<file path="src/rtl/uart_pkg.sv">
// uart_pkg: constants shared by the UART transmit path.
// FSM state encodings, byte width and the idle-line byte value.
package uart_pkg;

  localparam int UART_DATA_W = 8;

  localparam logic [UART_DATA_W-1:0] UART_IDLE_BYTE = 8'hFF;

  localparam logic [1:0] IDLE = 2'b00;
  localparam logic [1:0] ACK  = 2'b01;
  localparam logic [1:0] DONE = 2'b10;

endpackage

</file>
<file path="src/rtl/rr_pick.sv">
// rr_pick: combinational rotating-priority picker.
// Scans i_req starting at i_ptr with wrap-around and returns the first set index.
// Shared by other arbiters, so it carries no UART-specific logic.
module rr_pick
  import uart_pkg::*;
#(
  parameter int N_REQ = 4,
  parameter int IDX_W = 2
) (
  input  logic [N_REQ-1:0] i_req,
  input  logic [IDX_W-1:0] i_ptr,
  output logic [IDX_W-1:0] o_idx,
  output logic             o_found
);

  int w_pos;

  // Walk N_REQ positions from the pointer; the first requester seen wins.
  always_comb begin
    o_idx   = '0;
    o_found = 1'b0;
    w_pos   = 0;
    for (int k = 0; k < N_REQ; k++) begin
      w_pos = int'(i_ptr) + k;
      if (w_pos >= N_REQ) begin
        w_pos = w_pos - N_REQ;
      end
      if (!o_found && i_req[w_pos]) begin
        o_found = 1'b1;
        o_idx   = IDX_W'(w_pos);
      end
    end
  end

endmodule

</file>
<file path="src/rtl/uart_tx_arbiter.sv">
// uart_tx_arbiter: shares one UART transmitter among N_REQ byte producers.
// One byte is in flight at a time; a grant waits for the transmitter to
// acknowledge (tx_ready low) and finish (tx_ready high) before re-arbitrating.
// Build option: UART_ARB_FIXED_PRIO_EN selects fixed priority (lowest index
// wins, no rotating pointer); undefined gives round-robin.
module uart_tx_arbiter
  import uart_pkg::*;
#(
  parameter int N_REQ = 4,
  parameter int IDX_W = 2
) (
  input  logic                         clk,
  input  logic                         rst,
  input  logic [N_REQ-1:0]             req,
  input  logic [N_REQ*UART_DATA_W-1:0] req_data,
  output logic [N_REQ-1:0]             gnt,
  output logic                         tx_start,
  output logic [UART_DATA_W-1:0]       tx_data,
  input  logic                         tx_ready,
  output logic [IDX_W-1:0]             owner,
  output logic                         busy
);

  logic [1:0]             r_state;
  logic [N_REQ-1:0]       r_gnt;
  logic                   r_txStart;
  logic [UART_DATA_W-1:0] r_txData;
  logic [IDX_W-1:0]       r_owner;
  logic                   r_busy;

  logic [IDX_W-1:0]       w_ptr;
  logic [IDX_W-1:0]       w_pickIdx;
  logic                   w_pickFound;
  logic                   w_grant;
  logic [IDX_W-1:0]       w_nextPtr;
  logic [N_REQ-1:0]       w_gntOneHot;

  rr_pick #(
    .N_REQ (N_REQ),
    .IDX_W (IDX_W)
  ) u_pick (
    .i_req   (req),
    .i_ptr   (w_ptr),
    .o_idx   (w_pickIdx),
    .o_found (w_pickFound)
  );

  assign w_grant     = (r_state == IDLE) && w_pickFound && tx_ready;
  assign w_nextPtr   = (w_pickIdx == IDX_W'(N_REQ - 1)) ? '0 : w_pickIdx + 1'b1;
  assign w_gntOneHot = {{(N_REQ-1){1'b0}}, 1'b1} << w_pickIdx;

`ifdef UART_ARB_FIXED_PRIO_EN
  assign w_ptr = '0;
`else
  logic [IDX_W-1:0] r_ptr;

  // Rotate the search start to just past the requester that was granted.
  always_ff @(posedge clk or posedge rst) begin
    if (rst) begin
      r_ptr <= '0;
    end else if (w_grant) begin
      r_ptr <= w_nextPtr;
    end
  end

  assign w_ptr = r_ptr;
`endif

  // Handshake FSM: grant in IDLE, wait for tx_ready to drop, then to rise again.
  always_ff @(posedge clk or posedge rst) begin
    if (rst) begin
      r_state   <= IDLE;
      r_gnt     <= '0;
      r_txStart <= 1'b0;
      r_txData  <= UART_IDLE_BYTE;
      r_owner   <= '0;
      r_busy    <= 1'b0;
    end else begin
      r_gnt     <= '0;
      r_txStart <= 1'b0;
      case (r_state)
        IDLE: begin
          if (w_grant) begin
            r_state   <= ACK;
            r_gnt     <= w_gntOneHot;
            r_txStart <= 1'b1;
            r_txData  <= req_data[UART_DATA_W*int'(w_pickIdx) +: UART_DATA_W];
            r_owner   <= w_pickIdx;
            r_busy    <= 1'b1;
          end
        end
        ACK: begin
          if (!tx_ready) begin
            r_state <= DONE;
          end
        end
        DONE: begin
          if (tx_ready) begin
            r_state <= IDLE;
            r_busy  <= 1'b0;
          end
        end
        default: begin
          r_state <= IDLE;
          r_busy  <= 1'b0;
        end
      endcase
    end
  end

  assign gnt      = r_gnt;
  assign tx_start = r_txStart;
  assign tx_data  = r_txData;
  assign owner    = r_owner;
  assign busy     = r_busy;

endmodule

</file>
<file path="config.mk">
export PLATFORM = sky130hd
export DESIGN_NAME = uart_tx_arbiter
export DESIGN_NICKNAME = d
export VERILOG_FILES = /design/src/rtl/uart_pkg.sv /design/src/rtl/rr_pick.sv /design/src/rtl/uart_tx_arbiter.sv
export SDC_FILE = /design/constraint.sdc
export NUM_CORES = 1
export LEC_CHECK = 0
export BUFFER_PORTS_ARGS = -buffer_cell sky130_fd_sc_hd__buf_2
export CORE_ASPECT_RATIO = 1.2
export CORE_MARGIN = 4
export CORE_UTILIZATION = 45
export CTS_CLUSTER_SIZE = 28
export DETAILED_ROUTE_END_ITERATION = 8
export PLACE_DENSITY_LB_ADDON = 0.15
export SETUP_SLACK_MARGIN = 0.3
export SLEW_MARGIN = 20
export SYNTH_ARGS = -nofsm -noshare
export SYNTH_HDL_FRONTEND = slang
export SYNTH_SLANG_ARGS = --single-unit
</file>
<file path="constraint.sdc">
create_clock -name clk -period 4.6 [get_ports clk]
set_input_delay 0.92 -clock clk [delete_from_list [all_inputs] [get_ports clk]]
set_output_delay 0.92 -clock clk [all_outputs]
set_load 0.1 [all_outputs]
</file>
==> results.json <==
{
  "result_of_the_run": "completed",
  "antenna_violations_before_repair": 0,
  "tritoncts_num_sinks": 20,
  "global_placement_routability_congestion": 0.764,
  "synthesis.nets": 146,
  "register_bit_count_reported_by_yosys": 20,
  "timing.critical_path.required_ns": 4.80,
  "synth_top_family_by_area": "simple AND/OR/NAND/NOR gates",
  "drive_above_1_share_pct": 45.6,
  "floorplan.initialDensity_pct": 47.6,
  "synth_edf_count": 0,
  "syn_inst": 103,
  "synth.largest_area_cell": "dfrtp_1",
  "postCtsSetupRepairBufs": 0,
  "fillCellCount": 214,
  "drt-wirelength-per-cell_microns": 12.5,
  "synth.area.mux_share_pct": 14.4,
  "worstSetupEndpointType": "flop",
  "worst_ep_arrival_time_ns": 2.53,
  "dp_hpwl_mm": 1.83,
  "hold_viol_final": 0,
  "crit_fanout": 16,
  "grt_first_pass_wirelength_mm": 4.02,
  "post_synth_instance_area_sq_um": 1110,
  "die-area_sq_um": 3330,
  "timing.critical_path.slowest_cell_delay_ns": 0.52,
  "yosys.area_share.adder_pct": 4.51,
  "nNetsFinal": 202,
  "cts_tree": "done",
  "ir_drop_uv": 473,
  "drt_first_pass_iters": 4,
  "fin_hold_ws_ns": 0.494,
  "yosys.area_share.simple_pct": 18.7,
  "die_y_extent_microns": 62.4,
  "yosysUniqueCellTypes": 29,
  "timing.final.crit_period_ns": 2.33,
  "h-tree-depth": 1,
  "totalPowerFinal_mw": 1.14,
  "maxClockFrequency_mhz": 430,
  "fp.coreArea_sq_um": 2330,
  "ys.flop_type": "dfrtp_1",
  "drc": 0,
  "ys_top_cells_by_count": "nand2_1, mux2i_1, dfrtp_1, dfstp_2, o221ai_1",
  "tns_ns": 0,
  "final_core_utilization_pct": 62.0,
  "leakagePower_nw": 0.754,
  "synthArstFlopShare_pct": 100,
  "clk_latency_ns": 0.30,
  "clk_pin_slew_worst_paths_ns": 0.10,
  "finalSetupViolCount": 0,
  "synthesis.yosys.warnings": 0,
  "critPathLaunchType": "primary input",
  "grt_setup_unrepaired": "no",
  "finalClockSkew_ns": 0.0160,
  "vias_per_cell": 4.89,
  "cts-buffers-inserted": 3,
  "hp-class": "flop to flop",
  "holdBufCountCts": 0,
  "worst_path_max_delay_cell": "or3_1",
  "worst-setup-path-type": "primary input to flop",
  "xor_xnor_share_of_the_synthesized_area_pct": 0.789,
  "synth-compound-area-share_pct": 11.4,
  "global_route.usage.total_pct": 15.9,
  "drv_cap": 0,
  "power_density_nw_per_um2": 789,
  "grt-ovfl-total": 0,
  "io_buffers": 54,
  "drt_first_iter_violations": 15,
  "postSynthAreaPerCell_sq_um": 10.8,
  "ctsLongestPathBuffers": 2,
  "ios": 55,
  "area_delta_synth_final_pct": 30.1,
  "post-synth-top-area-fraction_pct": 27.1,
  "sequential_cell_area_fraction_in_the_yosys_report_pct": 46.0,
  "via_count_of_the_first_global_routing_pass": 936,
  "worstPathCellList": "buf_2, nor4_1, or3_1, inv_2, nand2_1, o221ai_1",
  "vias": 924,
  "grt_max_degree": 21,
  "routed_wl_mm": 2.36,
  "postRouteAntennaNets": 0,
  "fp.dieW_microns": 53.3,
  "post_cts_resized": 0,
  "post-synth-top-count-cell": "nand2_1",
  "tightest_slew_ns": 0.733,
  "slew_violations": 0,
  "row_count": 19,
  "timing.final.crit_share_pct": 50.6,
  "cts_root_buf": "clkbuf_4",
  "synth.area.top_cells": "dfrtp_1, dfstp_2, mux2i_1",
  "num_antenna_cells": 0,
  "worst_slew_margin_rel_pct": 51.1
}
[path summary, 6_finish.rpt]
kind                       startpoint          to  slack, ns  cells after the start
max                            req[1]  tx_data[0]       2.27                      6
min                              busy        busy       0.49                      2
max reg2reg                r_state[1]  tx_data[0]       2.74                      5
min reg2reg                      busy        busy       0.49                      2
max in group asynchronous         rst    r_ptr[0]       3.41                      2
min in group asynchronous         rst    owner[1]       0.72                      2
[registers in the layout, summed over array words and instances, names as in the netlist]
signal    count
tx_start      1
r_ptr         2
tx_data       8
owner         2
r_state       2
busy          1
gnt           4
[kinds of logic (layout without fill, tap and decap cells)]
group	Yosys count	after routing
buffers and inverters	8	63
AO/OA/AOI/OAI	17	17
XOR/XNOR	1	1
AND/OR/NAND/NOR	37	37
adder cells (fa/ha/maj)	4	4
flip-flops	20	20
multiplexers	16	16
[cell type report]
type	count	area (sq um)	area share (%)
clock buffers	3	22.5	1.56
repair buffers	54	270	18.7
inverters	5	18.8	1.30
multi-input cells	75	553	38.3
flip-flops and latches	20	510	35.4
clock inverters	1	30.0	2.08
well taps	31	38.8	2.69
[power breakdown]
part	internal (mW)	total [mW]	leakage (nW)	switching, mW
registers	0.264	0.306	0.238	0.0421
clock network	0.0881	0.141	0.0279	0.0533
logic	0.150	0.692	0.488	0.542
[cells in the final DEF (no fill, tap or decap)]
cell       count
a21oi_1        3
a31oi_1        1
and2_1         4
buf_2         54
bufinv_16      1
clkbuf_4       3
dfrtp_1       12
dfstp_2        8
ha_1           4
inv_1          3
inv_2          2
mux2i_1       16
nand2_1       19
nand2_8        1
nand2b_1       3
nand4b_2       1
nor2_1         2
nor2b_1        2
nor3_1         1
nor4_1         1
o211a_2        1
o21ai_0        1
o21ai_1        1
o21bai_1       1
o221ai_1       8
o31ai_1        1
or3_1          1
or3b_1         1
or4_4          1
xnor2_1        1
[metrics by stage]
stage | setup slack (ns) | cell area (sq um) | instances
final | 2.27 | 1440 | 189
after global routing | 2.11 | 1440 | 189
after CTS | 2.28 | 1440 | 189
after detailed placement | 1.96 | 1390 | 185
after global placement | 2.04 | 1390 | 185
after floorplan | 2.34 | 1110 | 103
[layer usage]
metal	routed length, microns	vias to the layer above	GRT usage [%]	share of wire [%]
li1	-	476	-	-
met1	987	415	20.9	42
met2	1210	31	25.0	51
met3	149	2	3.34	6.3
met4	13	0	5.75	0.55
met5	0	-	0	0
[critical path: cells and delay by family]
family,cells,cell delay [ns]
AND/OR/NAND/NOR,3,1.17
buffers and inverters,2,0.27
AO/OA/AOI/OAI,1,0.18
Power figures use the tool's default switching activity.
